[src/rtl/c17_bist_pkg.sv]
// Shared types and defaults for the C17 BIST chain.
// Pattern generator and response compactor agree on RESP_W here.
package c17_bist_pkg;

    typedef enum logic [1:0] {
        ST_IDLE,
        ST_RUN,
        ST_DONE
    } state_t;

    localparam int          MISR_W_DEF = 16;
    localparam logic [15:0] TAPS_DEF   = 16'hB400;
    localparam int          CNT_W_DEF  = 8;
    localparam int          RESP_W     = 2;

endpackage

[src/rtl/misr_core.sv]
// Fibonacci multiple-input signature register with clear and enable.
// Parallel inputs fold into the low bits after the shift.
module misr_core
    import c17_bist_pkg::*;
#(
    parameter int              W    = MISR_W_DEF,
    parameter logic [W-1:0]    TAPS = W'(TAPS_DEF)
) (
    input  logic              clk,
    input  logic              rst,
    input  logic              clr,
    input  logic              en,
    input  logic [RESP_W-1:0] din,
    output logic [W-1:0]      sig
);

    logic         fb;
    logic [W-1:0] sig_nxt;

    always_comb begin
        fb      = ^(sig & TAPS);
        sig_nxt = {sig[W-2:0], fb} ^ {{(W-RESP_W){1'b0}}, din};
    end

    always_ff @(posedge clk) begin
        if (rst) begin
            sig <= '0;
        end else if (clr) begin
            sig <= '0;
        end else if (en) begin
            sig <= sig_nxt;
        end
    end

endmodule

[src/rtl/c17_resp_misr.sv]
// C17 output-response compactor: MISR run control, count and pass/fail.
// Define C17_MISR_XMASK_EN to add per-bit response masking and masked_cnt.
module c17_resp_misr
    import c17_bist_pkg::*;
#(
    parameter int                MISR_W = MISR_W_DEF,
    parameter logic [MISR_W-1:0] TAPS   = MISR_W'(TAPS_DEF),
    parameter int                CNT_W  = CNT_W_DEF
) (
    input  logic              clk,
    input  logic              rst,
    input  logic              start,
    input  logic [CNT_W-1:0]  num_patterns,
    input  logic              resp_valid,
    input  logic [1:0]        resp,
    input  logic [MISR_W-1:0] golden_sig,
    output logic              busy,
    output logic              done,
    output logic              pass,
    output logic [MISR_W-1:0] signature,
    output logic [CNT_W-1:0]  count
`ifdef C17_MISR_XMASK_EN
    ,
    input  logic [1:0]        xmask,
    output logic [CNT_W-1:0]  masked_cnt
`endif
);

    state_t            state, state_d;
    logic [CNT_W-1:0]  npat;
    logic              go;
    logic              absorb;
    logic              enter_done;
    logic [RESP_W-1:0] resp_eff;

`ifdef C17_MISR_XMASK_EN
    assign resp_eff = resp & ~xmask;
`else
    assign resp_eff = resp;
`endif

    always_comb begin
        state_d    = state;
        go         = 1'b0;
        absorb     = 1'b0;
        enter_done = 1'b0;
        unique case (state)
            ST_IDLE, ST_DONE: begin
                if (start) begin
                    go      = 1'b1;
                    state_d = (num_patterns == '0) ? ST_DONE : ST_RUN;
                end
            end
            ST_RUN: begin
                if (count == npat) begin
                    state_d = ST_DONE;
                end else if (resp_valid) begin
                    absorb = 1'b1;
                end
            end
            default: state_d = ST_IDLE;
        endcase
        enter_done = (state_d == ST_DONE) && ((state != ST_DONE) || go);
    end

    always_ff @(posedge clk) begin
        if (rst) begin
            state <= ST_IDLE;
            npat  <= '0;
            count <= '0;
            pass  <= 1'b0;
        end else begin
            state <= state_d;
            if (go) begin
                npat  <= num_patterns;
                count <= '0;
            end else if (absorb) begin
                count <= count + 1'b1;
            end
            // A zero-length run compares the freshly cleared signature.
            if (go) begin
                pass <= enter_done && (golden_sig == '0);
            end else if (enter_done) begin
                pass <= (signature == golden_sig);
            end
        end
    end

`ifdef C17_MISR_XMASK_EN
    always_ff @(posedge clk) begin
        if (rst) begin
            masked_cnt <= '0;
        end else if (go) begin
            masked_cnt <= '0;
        end else if (absorb && (|xmask)) begin
            masked_cnt <= masked_cnt + 1'b1;
        end
    end
`endif

    misr_core #(
        .W    (MISR_W),
        .TAPS (TAPS)
    ) u_misr (
        .clk (clk),
        .rst (rst),
        .clr (go),
        .en  (absorb),
        .din (resp_eff),
        .sig (signature)
    );

    assign busy = (state == ST_RUN);
    assign done = (state == ST_DONE);

endmodule

[config.mk]
export PLATFORM = sky130hd
export DESIGN_NAME = c17_resp_misr
export DESIGN_NICKNAME = d
export VERILOG_FILES = /design/src/rtl/c17_bist_pkg.sv /design/src/rtl/misr_core.sv /design/src/rtl/c17_resp_misr.sv
export SDC_FILE = /design/constraint.sdc
export NUM_CORES = 1
export LEC_CHECK = 0
export CAP_MARGIN = 20
export CORE_UTILIZATION = 35
export DETAILED_ROUTE_END_ITERATION = 12
export GPL_TIMING_DRIVEN = 0
export PLACE_DENSITY_LB_ADDON = 0.15
export SETUP_SLACK_MARGIN = 0.3
export SLEW_MARGIN = 40
export SYNTH_ARGS = -nofsm -noshare
export SYNTH_HDL_FRONTEND = slang
export SYNTH_SLANG_ARGS = --single-unit
[constraint.sdc]
create_clock -name clk -period 1.9 [get_ports clk]
set_input_delay 0.57 -clock clk [delete_from_list [all_inputs] [get_ports clk]]
set_output_delay 0.57 -clock clk [all_outputs]
set_load 0.1 [all_outputs]
After elaboration in Yosys (flattened, before gate mapping)
Index checks and enable logic that the tools add are counted.

word-level totals
  bits in registers = 35
  input port bits = 30
  output and inout port bits = 27
  word-level logic and storage cells = 34

operators by class
  add/subtract/negate cells = 1
  eq/ne operators = 6
  muxes and demuxes = 11
  bitwise operators = 1
  reductions and logical operators = 10

operators with widths
  kind                                                              number
  16-bit == test                                                    1
  16-bit logical NOT                                                1
  16-bit XOR reduction                                              1
  16-bit by 2-bit XOR with 16-bit output                            1
  8-bit by 1-bit adder with 8-bit output (second input constant)    1
  8-bit == test                                                     1
  8-bit logical NOT                                                 1
  1-bit two-way mux                                                 7
  2-bit two-way mux                                                 3
  2-bit == test (second input constant)                             2
  2-bit case mux with 2 select lines                                1
  2-bit OR reduction                                                2
  2-bit by 1-bit == test with 1-bit output (second input constant)  1
  1-bit logical AND                                                 2
  2-bit logical NOT                                                 1
  2-bit inequality test (second input constant)                     1
  2-bit nonzero test                                                1
  1-bit logical OR                                                  1

Longest topological paths before layout
Gate-level depths: netlist (run 1).

  word-level depth = 8
  gate-level depth with buffers = 7
  mapped depth without buffers = 6

Modules after synthesis
From an unflattened synthesis (run 1), not the netlist that was laid out.

unflattened totals
  cell total of the unflattened synthesis = 217
  area, all modules = 1,914.3 um2

by module, submodules not included
  module         instances  cells each  area an instance (um2)  seq. area each (um2)
  c17_resp_misr  1          143         1,176.1                 380.4
  misr_core      1          74          738.2                   320.3

Worst setup path after synthesis (run 1)
Ideal clock, no wire load.

  kind = flip-flop to output port
  from = register state[1]
  to = output port done
  arrival time = 1.680 ns
  required time = 1.330 ns
  slack = -0.350 ns
  stages on the path, launching flop included = 2
  buffers on the path = 0
  cells stage by stage = dfxtp_1 -> nor2b_1

between the ends
  longest elaborated chain between the ends = 1

RTL lines
  item                      RTL line              source
  start: declaration        c17_resp_misr.sv:29   state_t state, state_d;
  start signal: assignment  c17_resp_misr.sv:73   state <= state_d;
  2-bit == test             c17_resp_misr.sv:114  assign done = (state == ST_DONE);
  end: declaration          c17_resp_misr.sv:18   output logic done,

No other way between the ends.

Worst setup path in the final report (run 1)
  from = register state[0]
  to = output port busy

between the ends
  longest elaborated chain between the ends = 1

RTL lines
  item                                      RTL line              source
  2-bit by 1-bit == test with 1-bit output  c17_resp_misr.sv:113  assign busy = (state == ST_RUN);
  end: declaration                          c17_resp_misr.sv:17   output logic busy,

No other way between the ends.

==> results.tsv, run 1 <==
stage	metric	value	unit
routing	Pre-antenna DRT Iters	4	
hold_path	Worst Hold Launch	u_misr.sig[6]	
clock_tree	maximum root-to-sink buffer count	2	
synth	sequential area share after synthesis	0.377	
final_layout	share of layout cells above drive strength 1	0.387	
final_layout	Layout area overhead	62.7	%
global_routing	vias in the first global route	1673	
clock_tree	clock root cell	clkbuf_8	
clock_tree	H-tree depth	2	
floorplan	Die Wd	74.9	um
hold_path	hold crit path type	flip-flop to flip-flop	
final_layout	register area	766	um2
final_layout	fillers	468	
floorplan	# IOs	57	
placement	placer congestion estimate	0.774	
critical_path	CP bufs+invs	2	
final_layout	Final Instance Area	3020	um2
pwr	VDD IR max	0.000381	V
synth	Netlist cell types	31	
sta	Worst Tran Pin Value	434	ps
pwr	cell leakage power	1.16	nW
global_routing	global-route wire length before repair	7690	um
routing	Post-Route WL	5030	um
clock_tree	clock slew at reported path FFs	70	ps
sta	RSZ-0062 raised after global routing	true	
clock_tree	CTS tree	yes	
sta	Slew headroom	0.711	
synth	EDFF count, synth	0	
critical_path	critical path fanouts, max	3	
routing	mean routed wirelength per cell	13.6	um
critical_path	CP cell instances	nor2b_4 > buf_8 > buf_12	
clock_tree	CTS Hold Bufs	0	
routing	antenna viol nets, final	0	
sta	Peak Freq	606	MHz
critical_path	slowest stage delay, CP	370	ps
final_layout	Final Net Count	330	
status	outcome	complete, no violations	
global_routing	Tot GR Track Use	0.187	
clock_tree	total CTS buffers	5	
synth	syn_nets	261	
sta	final period utilization	0.868	
synth	yosys warns	0	
sta	clock skew	4.45	ps
synth	Post-synth ARST share	0	
synth	mean cell area of the mapped netlist	8.08	um2
synth	ys flop type	dfxtp_1	
floorplan	Starting Density	0.364	
global_routing	largest net degree at the start of global routing	11	
final_layout	Multi-input gate area	1210	um2
floorplan	area of the die	5600	um2
critical_path	critical path launch point type	flip-flop	
critical_path	Critical R2R Launch	state[0]	
floorplan	die extent in y	74.9	um
synth	Yosys reg bits	35	
job	number of max-cap violations	0	
sta	Tmin final	1650	ps
sta	setup tns final	0	ps
global_routing	initial antenna violation count	0	
placement	DP HPWL	3520	um
critical_path	CP top delay family	flip-flops	
routing	drt drc	0	
synth	Mapped Area	1860	um2
synth	Gate Count Post-Synth	230	
floorplan	CORE AREA	5110	um2
global_routing	Congestion Overflow GR	0	
sta	Setup-failing EPs final	0	
floorplan	Cell Rows	26	
clock_tree	CTS Sinks	35	
routing	number of vias per cell	4.90	
sta	max-slew violation count	0	
placement	IO buf count	56	
placement	DP Area	2500	um2
routing	via count	1814	
final_layout	Antenna Cells	0	
routing	DR iter-0 viols	56	
sta	Fin. Hold Viols	0	
critical_path	crit path DAT	1080	ps
clock_tree	worst-skew pair later-pin latency	280	ps
critical_path	CP Launch Point	state[0]	
pwr	PwrDens	546	nW/um2
critical_path	kind of critical path	flip-flop to output pin	
critical_path	critical path endpoint category	output pin	
critical_path	Req. time, crit path	1330	ps
critical_path	slowest CP cell	dfxtp_4	
==> through the flow <==
step,power (mW),hold WS [ps],setup WS (ps),instances,utilization
floorplan,0.960,462,176,230,-
global placement,1.08,469,-507,356,0.516
detailed placement,1.07,485,-291,356,0.489
CTS,1.62,492,200,367,0.551
global route,1.73,504,195,370,0.592
finish,1.65,479,250,370,0.592
==> routing by layer <==
metal | up-vias | global-route usage | part of all wire
li1 | 914 | - | -
met4 | 0 | 0.0566 | 0.012
met1 | 856 | 0.246 | 0.47
met3 | 7 | 0.0402 | 0.035
met5 | - | 0 | 0
met2 | 37 | 0.307 | 0.48
==> cells by family (layout without fill, tap and decap cells) <==
family                     after synthesis  count (layout)  share of synthesized area
adders and majority gates                1               1                    0.00673
buffers and inverters                   28              97                     0.0896
and+or+nand+nor                         89              89                      0.233
xor gates and xnor gates                30              30                      0.141
DFF                                     35              35                      0.377
AOI/OAI and AO/OA                       45              46                      0.141
muxes                                    2               2                     0.0108
==> report_power, final <==
part / internal, mW / leakage [nW] / switching [mW] / total [mW]
clock: 0.257 / 0.0422 / 0.257 / 0.514
sequential: 0.741 / 0.302 / 0.0268 / 0.768
combinational: 0.178 / 0.814 / 0.192 / 0.370
==> Yosys cell counts, drive strengths merged (2+ instances only) <==
| cell | count | area, um2 |
|---|---|---|
| and4 | 2 | 17.5 |
| nand2b | 2 | 12.5 |
| nor3 | 2 | 10.0 |
| or4 | 4 | 30.0 |
| o21ai | 6 | 30.0 |
| xnor2 | 14 | 123 |
| nand4 | 6 | 50.0 |
| dfxtp | 35 | 701 |
| a31oi | 2 | 12.5 |
| nand2 | 49 | 184 |
| nor2b | 3 | 18.8 |
| nand3 | 3 | 15.0 |
| xor2 | 16 | 140 |
| or3 | 4 | 25.0 |
| nor4 | 7 | 43.8 |
| buf | 18 | 128 |
| o31ai | 2 | 15.0 |
| inv | 3 | 11.3 |
| clkbuf | 7 | 27.5 |
| nor2 | 7 | 26.3 |
| mux2i | 2 | 20.0 |
| a21oi | 30 | 150 |
==> final cells by class <==
| type | instances | area share |
|---|---|---|
| multi-input cells | 168 | 0.400 |
| flip-flops and latches | 35 | 0.253 |
| repair buffers | 61 | 0.216 |
| plain buffers | 25 | 0.0704 |
| well taps | 70 | 0.0290 |
| clock buffers | 7 | 0.0252 |
| inverters | 3 | 0.00373 |
| clock inverters | 1 | 0.00166 |
==> cell usage in the layout (no fill, tap or decap), types with 6 or more instances in the layout <==
cell / count
xnor2_1: 6
nor2_1: 6
buf_4: 32
a21oi_1: 28
clkbuf_8: 7
nand2_1: 49
dlygate4sd2_1: 20
dfxtp_4: 10
dfxtp_2: 22
o21ai_0: 6
nor4_1: 7
buf_8: 13
xnor2_4: 7
xor2_1: 16
==> path summary, 6_finish.rpt <==
kind | to | slack [ps] | depth (start not counted)
worst max-delay path | busy | 250 | 3
worst min register to register | u_misr.sig[7] | 480 | 2
worst min-delay path | u_misr.sig[7] | 480 | 2
worst max register to register | count[6] | 290 | 7
==> flip-flops by register name (all words and copies together) (netlist names) <==
| name | cells |
|---|---|
| u_misr.sig | 16 |
| npat | 8 |
| state | 2 |
| pass | 1 |
| count | 8 |
==> worst min-delay path: cells and delay by family (launching register included) <==
family	cells	cell delay, ps
simple gates	1	50
flops	1	340
compound gates	1	50
==> timing repair <==
item | CTS | global route
gates cloned | 1 | 0
gates resized for setup | 102 | 46
pin swaps | 12 | 16
endpoints found under the setup margin | 60 | 39
buffers inserted | 2 | 3
Note: power is estimated with default switching activity, not from simulation.
==> run 2, diff against run 1 <==
--- a/config.mk
+++ b/config.mk
@@ -7,10 +7,11 @@
 export LEC_CHECK = 0
 export CAP_MARGIN = 20
 export CORE_UTILIZATION = 35
+export CTS_CLUSTER_SIZE = 24
 export DETAILED_ROUTE_END_ITERATION = 12
 export GPL_TIMING_DRIVEN = 0
 export PLACE_DENSITY_LB_ADDON = 0.15
-export SETUP_SLACK_MARGIN = 0.3
+export SETUP_SLACK_MARGIN = 0.05
 export SLEW_MARGIN = 40
 export SYNTH_ARGS = -nofsm -noshare
 export SYNTH_HDL_FRONTEND = slang
==> run 2 against run 1 <==
First-iteration DRC count increased by 21%. Combinational power is 18% lower. Clock skew hardly changed. Register-to-register slack worse by 100 ps. Count of clock-buffer cells in the layout decreased by 2. Via count decreased by 3.2%. Critical endpoint is now signature[2]. Highest routed layer unchanged.
==> results.tsv, run 2 (same netlist as run 1, synthesis figures left out) <==
stage	metric	value	unit
final_layout	Layout area overhead	38.9	%
final_layout	top flop regs	u_misr.sig (16), count (8), npat (8)	
hold_path	worst hold path depth	2	
routing	mean routed wirelength per cell	12.8	um
routing	DR iter-0 viols	68	
pwr	Sw Pwr	0.459	mW
global_routing	global-route wire length before repair	7260	um
sta	Slew headroom	0.675	
critical_path	CP bufs+invs	2	
global_routing	GRT busiest layer	met2	
pwr	VDD IR max	0.000290	V
global_routing	GR Util met1	0.230	
sta	Fin. Hold Viols	0	
critical_path	critical path launch point type	flip-flop	
critical_path	Critical R2R Launch	count[5]	
final_layout	post-route insts no fill	364	
pwr	Int Power	1.13	mW
hold_path	hold crit path type	flip-flop to flip-flop	
floorplan	CORE AREA	5110	um2
critical_path	critical path endpoint category	output pin	
global_routing	initial antenna violation count	0	
critical_path	CP cell instances	buf_4 > buf_2	
final_layout	register area	723	um2
final_layout	fillers	511	
routing	Pre-antenna DRT Iters	4	
final_layout	most common cell after layout, fill and taps aside	nand2_1	
final_layout	largest register by flop count	u_misr.sig	
clock_tree	maximum root-to-sink buffer count	2	
critical_path	kind of critical path	flip-flop to output pin	
global_routing	met3 Use GR	0.0535	
routing	via count	1756	
pwr	cell leakage power	1.00	nW
pwr	clock power share	0.330	
sta	setup tns final	0	ps
critical_path	Reg2Reg Depth	6	
final_layout	Antenna Cells	0	
clock_tree	clock root cell	clkbuf_8	
critical_path	Req. time, crit path	1330	ps
critical_path	slowest CP cell	dfxtp_1	
pwr	Reg power frac	0.479	
placement	Placed Instances	356	
floorplan	Starting Density	0.364	
global_routing	Tot GR Track Use	0.177	
global_routing	vias in the first global route	1590	
routing	drt drc	0	
job	number of max-cap violations	0	
global_routing	largest net degree at the start of global routing	12	
critical_path	R2R Setup Slk	190	ps
critical_path	reg2reg end	count[2]	
sta	clock skew	4.32	ps
clock_tree	clock slew at reported path FFs	70	ps
final_layout	share of layout cells above drive strength 1	0.265	
placement	DP Area	2400	um2
critical_path	critical path fanouts, max	4	
critical_path	CP top delay family	buffers and inverters	
routing	Post-Route WL	4670	um
floorplan	Die Wd	74.9	um
final_layout	Final Instance Area	2580	um2
sta	Peak Freq	553	MHz
floorplan	die extent in y	74.9	um
sta	Setup-failing EPs final	0	
sta	RSZ-0062 raised after global routing	false	
sta	max-slew violation count	0	
global_routing	Congestion Overflow GR	0	
placement	placer congestion estimate	0.789	
pwr	PwrDens	615	nW/um2
routing	antenna viol nets, final	0	
hold_path	Worst Hold Launch	npat[5]	
global_routing	M2 GR Usage	0.280	
critical_path	slowest stage delay, CP	410	ps
clock_tree	CTS tree	yes	
floorplan	Cell Rows	26	
sta	final period utilization	0.952	
status	outcome	complete, no violations	
placement	DP HPWL	3480	um
final_layout	Multi-input gate area	1050	um2
pwr	combinational power share	0.190	
floorplan	# IOs	57	
pwr	Sw Ratio	0.289	
floorplan	area of the die	5600	um2
clock_tree	CTS Sinks	35	
final_layout	max reg flops	16	
sta	Worst Tran Pin Value	491	ps
routing	number of vias per cell	4.82	
clock_tree	H-tree depth	2	
sta	Tmin final	1810	ps
placement	IO buf count	56	
hold_path	hold endpoint	npat[5]	
clock_tree	worst-skew pair later-pin latency	290	ps
critical_path	crit path DAT	1240	ps
clock_tree	total CTS buffers	5	
final_layout	most frequent cells in the layout	nand2_1 (49), a21oi_1 (30), clkdlybuf4s50_1 (29), dfxtp_1 (27), buf_2 (21)	
final_layout	Final Net Count	324	
sta	Hold Slack	476	ps
==> run 2: cell types whose count changed in the layout (fill, tap and decap cells not counted), sizes merged <==
cell,before,now
buf,53,40
clkbuf,11,17
clkdlybuf4s15,3,0
clkdlybuf4s50,4,29
clkinv,1,3
dlygate4sd2,20,0
dlymetal6s2s,2,0
o211ai,2,1
==> run 2: final cells by class <==
cell class / count / area share
sequential: 35 / 0.280
timing repair buffer: 56 / 0.176
multi-input combinational: 167 / 0.408
inverter: 3 / 0.00436
clock buffer: 5 / 0.0267
buffer: 25 / 0.0645
tap: 70 / 0.0339
clock inverter: 3 / 0.00582
==> run 2: worst reg2reg max path, cell delays in order (launching register included) <==
cell and delay (ps):
dfxtp_2 360, xnor2_1 250, nand4_2 180, o211ai_4 350, clkbuf_4 280, o21ai_0 90
a21oi_1 130
==> run 2: timing repair <==
| item | 4_1_cts | 5_1_grt |
|---|---|---|
| buffers inserted | 0 | 0 |
| endpoints found under the setup margin | 6 | 24 |
| hold buffers | 0 | 0 |
| endpoints found under the hold margin | 0 | 0 |
| pin swaps | 1 | 3 |
| gates resized for setup | 9 | 18 |
==> run 2: worst max-delay path by stage <==
| stage | from | slack [ps] | to | cells after the start |
|---|---|---|---|---|
| 6_report | u_misr.sig[2] | 90 | signature[2] | 2 |
| 5_1_grt | npat[7] | 20 | u_misr.sig[1] | 6 |
| 4_1_cts | state[0] | 50 | busy | 3 |
| 3_5_place_dp | num_patterns[7] | -290 | pass | 6 |
| 3_3_place_gp | state[0] | -500 | busy | 3 |
| 2_1_floorplan | count[6] | 60 | u_misr.sig[1] | 6 |
==> run 2: layer usage <==
metal	vias up	wire, um
met5	-	0
met4	0	61
met3	5	264
met2	44	2170
met1	807	2180
li1	900	-
==> run 2: per-stage QoR <==
| step | total power [mW] | utilization | setup WS (ps) |
|---|---|---|---|
| 2_1_floorplan | 0.944 | - | 60.8 |
| 3_3_place_gp | 1.06 | 0.496 | -501 |
| 3_5_place_dp | 1.06 | 0.470 | -289 |
| 4_1_cts | 1.59 | 0.491 | 51.6 |
| 5_1_grt | 1.67 | 0.505 | 23.6 |
| 6_report | 1.59 | 0.505 | 91.2 |
==> run 2: power by group through the flow <==
| stage | clock network [mW] | registers (mW) | logic (mW) |
|---|---|---|---|
| floorplan | 0 | 0.782 | 0.162 |
| global placement | 0 | 0.775 | 0.286 |
| detailed placement | 0 | 0.776 | 0.282 |
| CTS | 0.541 | 0.759 | 0.289 |
| global route | 0.577 | 0.763 | 0.330 |
| finish | 0.524 | 0.762 | 0.302 |
==> run 3, diff against run 2 <==
--- a/config.mk
+++ b/config.mk
@@ -6,6 +6,7 @@
 export NUM_CORES = 1
 export LEC_CHECK = 0
 export CAP_MARGIN = 20
+export CORE_MARGIN = 2
 export CORE_UTILIZATION = 35
 export CTS_CLUSTER_SIZE = 24
 export DETAILED_ROUTE_END_ITERATION = 12
==> run 3 against run 2 <==
Combinational power fell by 5%. Register-to-register slack barely moved. Wire length fell by 2.0%. Design area fell by 1.4%. Critical path depth did not move. Worst hold slack got worse by 3.2 ps. Sequential share of layout area rose by 0.43 points. Critical endpoint is now signature[1]. Largest cell class unchanged. Highest routed layer unchanged.
==> results.tsv, run 3 (same netlist as run 1, synthesis figures left out) <==
stage	metric	value	unit
final_layout	Multi-input gate area	1010	um2
floorplan	CORE AREA	5110	um2
clock_tree	H-tree depth	2	
pwr	PwrDens	643	nW/um2
critical_path	critical path fanouts, max	4	
routing	drt drc	0	
critical_path	CP top delay family	buffers and inverters	
job	number of max-cap violations	0	
sta	Setup-failing EPs final	0	
routing	DR iter-0 viols	56	
global_routing	Congestion Overflow GR	0	
global_routing	initial antenna violation count	0	
floorplan	# IOs	57	
floorplan	die extent in y	76.9	um
clock_tree	total CTS buffers	5	
critical_path	critical path launch point type	flip-flop	
pwr	Tot Pwr	1.64	mW
hold_path	hold crit path type	flip-flop to flip-flop	
final_layout	largest register by flop count	u_misr.sig	
sta	Worst Tran Pin Value	487	ps
floorplan	Cell Rows	26	
routing	Post-Route WL	4580	um
routing	via count	1749	
critical_path	CP bufs+invs	2	
final_layout	max reg flops	16	
final_layout	Layout area overhead	37.0	%
sta	final period utilization	0.960	
sta	max-slew violation count	0	
final_layout	Antenna Cells	0	
routing	mean routed wirelength per cell	12.6	um
routing	M1 WL	2130	um
routing	highest routed metal layer	met4	
critical_path	Req. time, crit path	1330	ps
final_layout	most common cell after layout, fill and taps aside	nand2_1	
final_layout	register area	724	um2
sta	RSZ-0062 raised after global routing	false	
clock_tree	CTS Hold Bufs	0	
routing	met2 WL	2070	um
sta	Peak Freq	548	MHz
pwr	VDD IR max	0.000292	V
final_layout	post-route insts no fill	364	
sta	Slew headroom	0.678	
sta	setup tns final	0	ps
sta	clock skew	6.43	ps
global_routing	global-route wire length before repair	7830	um
floorplan	area of the die	5910	um2
sta	Tmin final	1820	ps
global_routing	Tot GR Track Use	0.165	
critical_path	crit path DAT	1250	ps
floorplan	Die Wd	76.9	um
floorplan	Starting Density	0.364	
final_layout	Final Net Count	324	
critical_path	slowest CP cell	dfxtp_1	
routing	antenna viol nets, final	0	
placement	DP HPWL	3580	um
final_layout	most frequent cells in the layout	nand2_1 (49), a21oi_1 (30), clkdlybuf4s50_1 (29), dfxtp_1 (26), buf_2 (22)	
global_routing	vias in the first global route	1632	
clock_tree	clock slew at reported path FFs	70	ps
final_layout	Util after Layout	0.499	
clock_tree	Post-CTS Setup Inserts	0	
critical_path	critical path endpoint category	output pin	
clock_tree	CTS tree	yes	
clock_tree	maximum root-to-sink buffer count	2	
clock_tree	worst-skew pair later-pin latency	290	ps
global_routing	largest net degree at the start of global routing	11	
placement	placer congestion estimate	0.762	
final_layout	top flop regs	u_misr.sig (16), count (8), npat (8)	
sta	Hold Slack	472	ps
routing	number of vias per cell	4.80	
final_layout	fillers	512	
critical_path	CP cell instances	buf_4 > buf_2	
critical_path	kind of critical path	flip-flop to output pin	
final_layout	share of layout cells above drive strength 1	0.245	
clock_tree	CTS Sinks	35	
placement	Placed Instances	356	
critical_path	slowest stage delay, CP	420	ps
clock_tree	clock root cell	clkbuf_8	
pwr	cell leakage power	0.990	nW
status	outcome	complete, no violations	
placement	IO buf count	56	
routing	Pre-antenna DRT Iters	4	
sta	Fin. Hold Viols	0	
routing	metal3 WL	338	um
==> run 3: through the flow <==
stage               setup WS (ps)  area (um2)
detailed placement           -290        2400
finish                       75.5        2550
global route                 50.4        2550
global placement             -513        2530
CTS                          54.7        2520
floorplan                    60.8        1890
==> run 3: layout make-up <==
cell class | instances | share of cell area
multi-input cells | 167 | 0.396
repair buffers | 56 | 0.178
inverters | 3 | 0.00442
flip-flops and latches | 35 | 0.285
plain buffers | 25 | 0.0634
clock buffers | 8 | 0.0393
well taps | 70 | 0.0344
==> run 3: tightest hold or removal path, stage by stage, from the launching register on <==
cell     delay (ps)
dfxtp_1         320
nand2_1          50
a21oi_1          50
==> run 3: report_power, final <==
group          total (mW)  internal, mW  switching [mW]
Combinational       0.288         0.126           0.162
Clock               0.590         0.331           0.259
Sequential          0.759         0.744          0.0144
Total                1.64          1.20           0.436
==> run 3: per-layer routing <==
| metal | GRT usage | vias up |
|---|---|---|
| met4 | 0.0545 | 0 |
| met5 | 0 | - |
| met3 | 0.0494 | 4 |
| met1 | 0.231 | 802 |
| li1 | - | 892 |
| met2 | 0.241 | 51 |
==> run 3: timing repair <==
action                     CTS  global route
gates resized for setup      6            15
setup endpoints to repair    4            29
pin swaps                    2             0
==> run 3: worst paths after layout <==
kind | start | to | slack (ps) | cells past startpoint
setup reg to reg | count[1] | count[4] | 200 | 6
hold reg to reg | npat[4] | npat[4] | 470 | 2
hold / removal | npat[4] | npat[4] | 470 | 2
setup / recovery | u_misr.sig[1] | signature[1] | 80 | 2
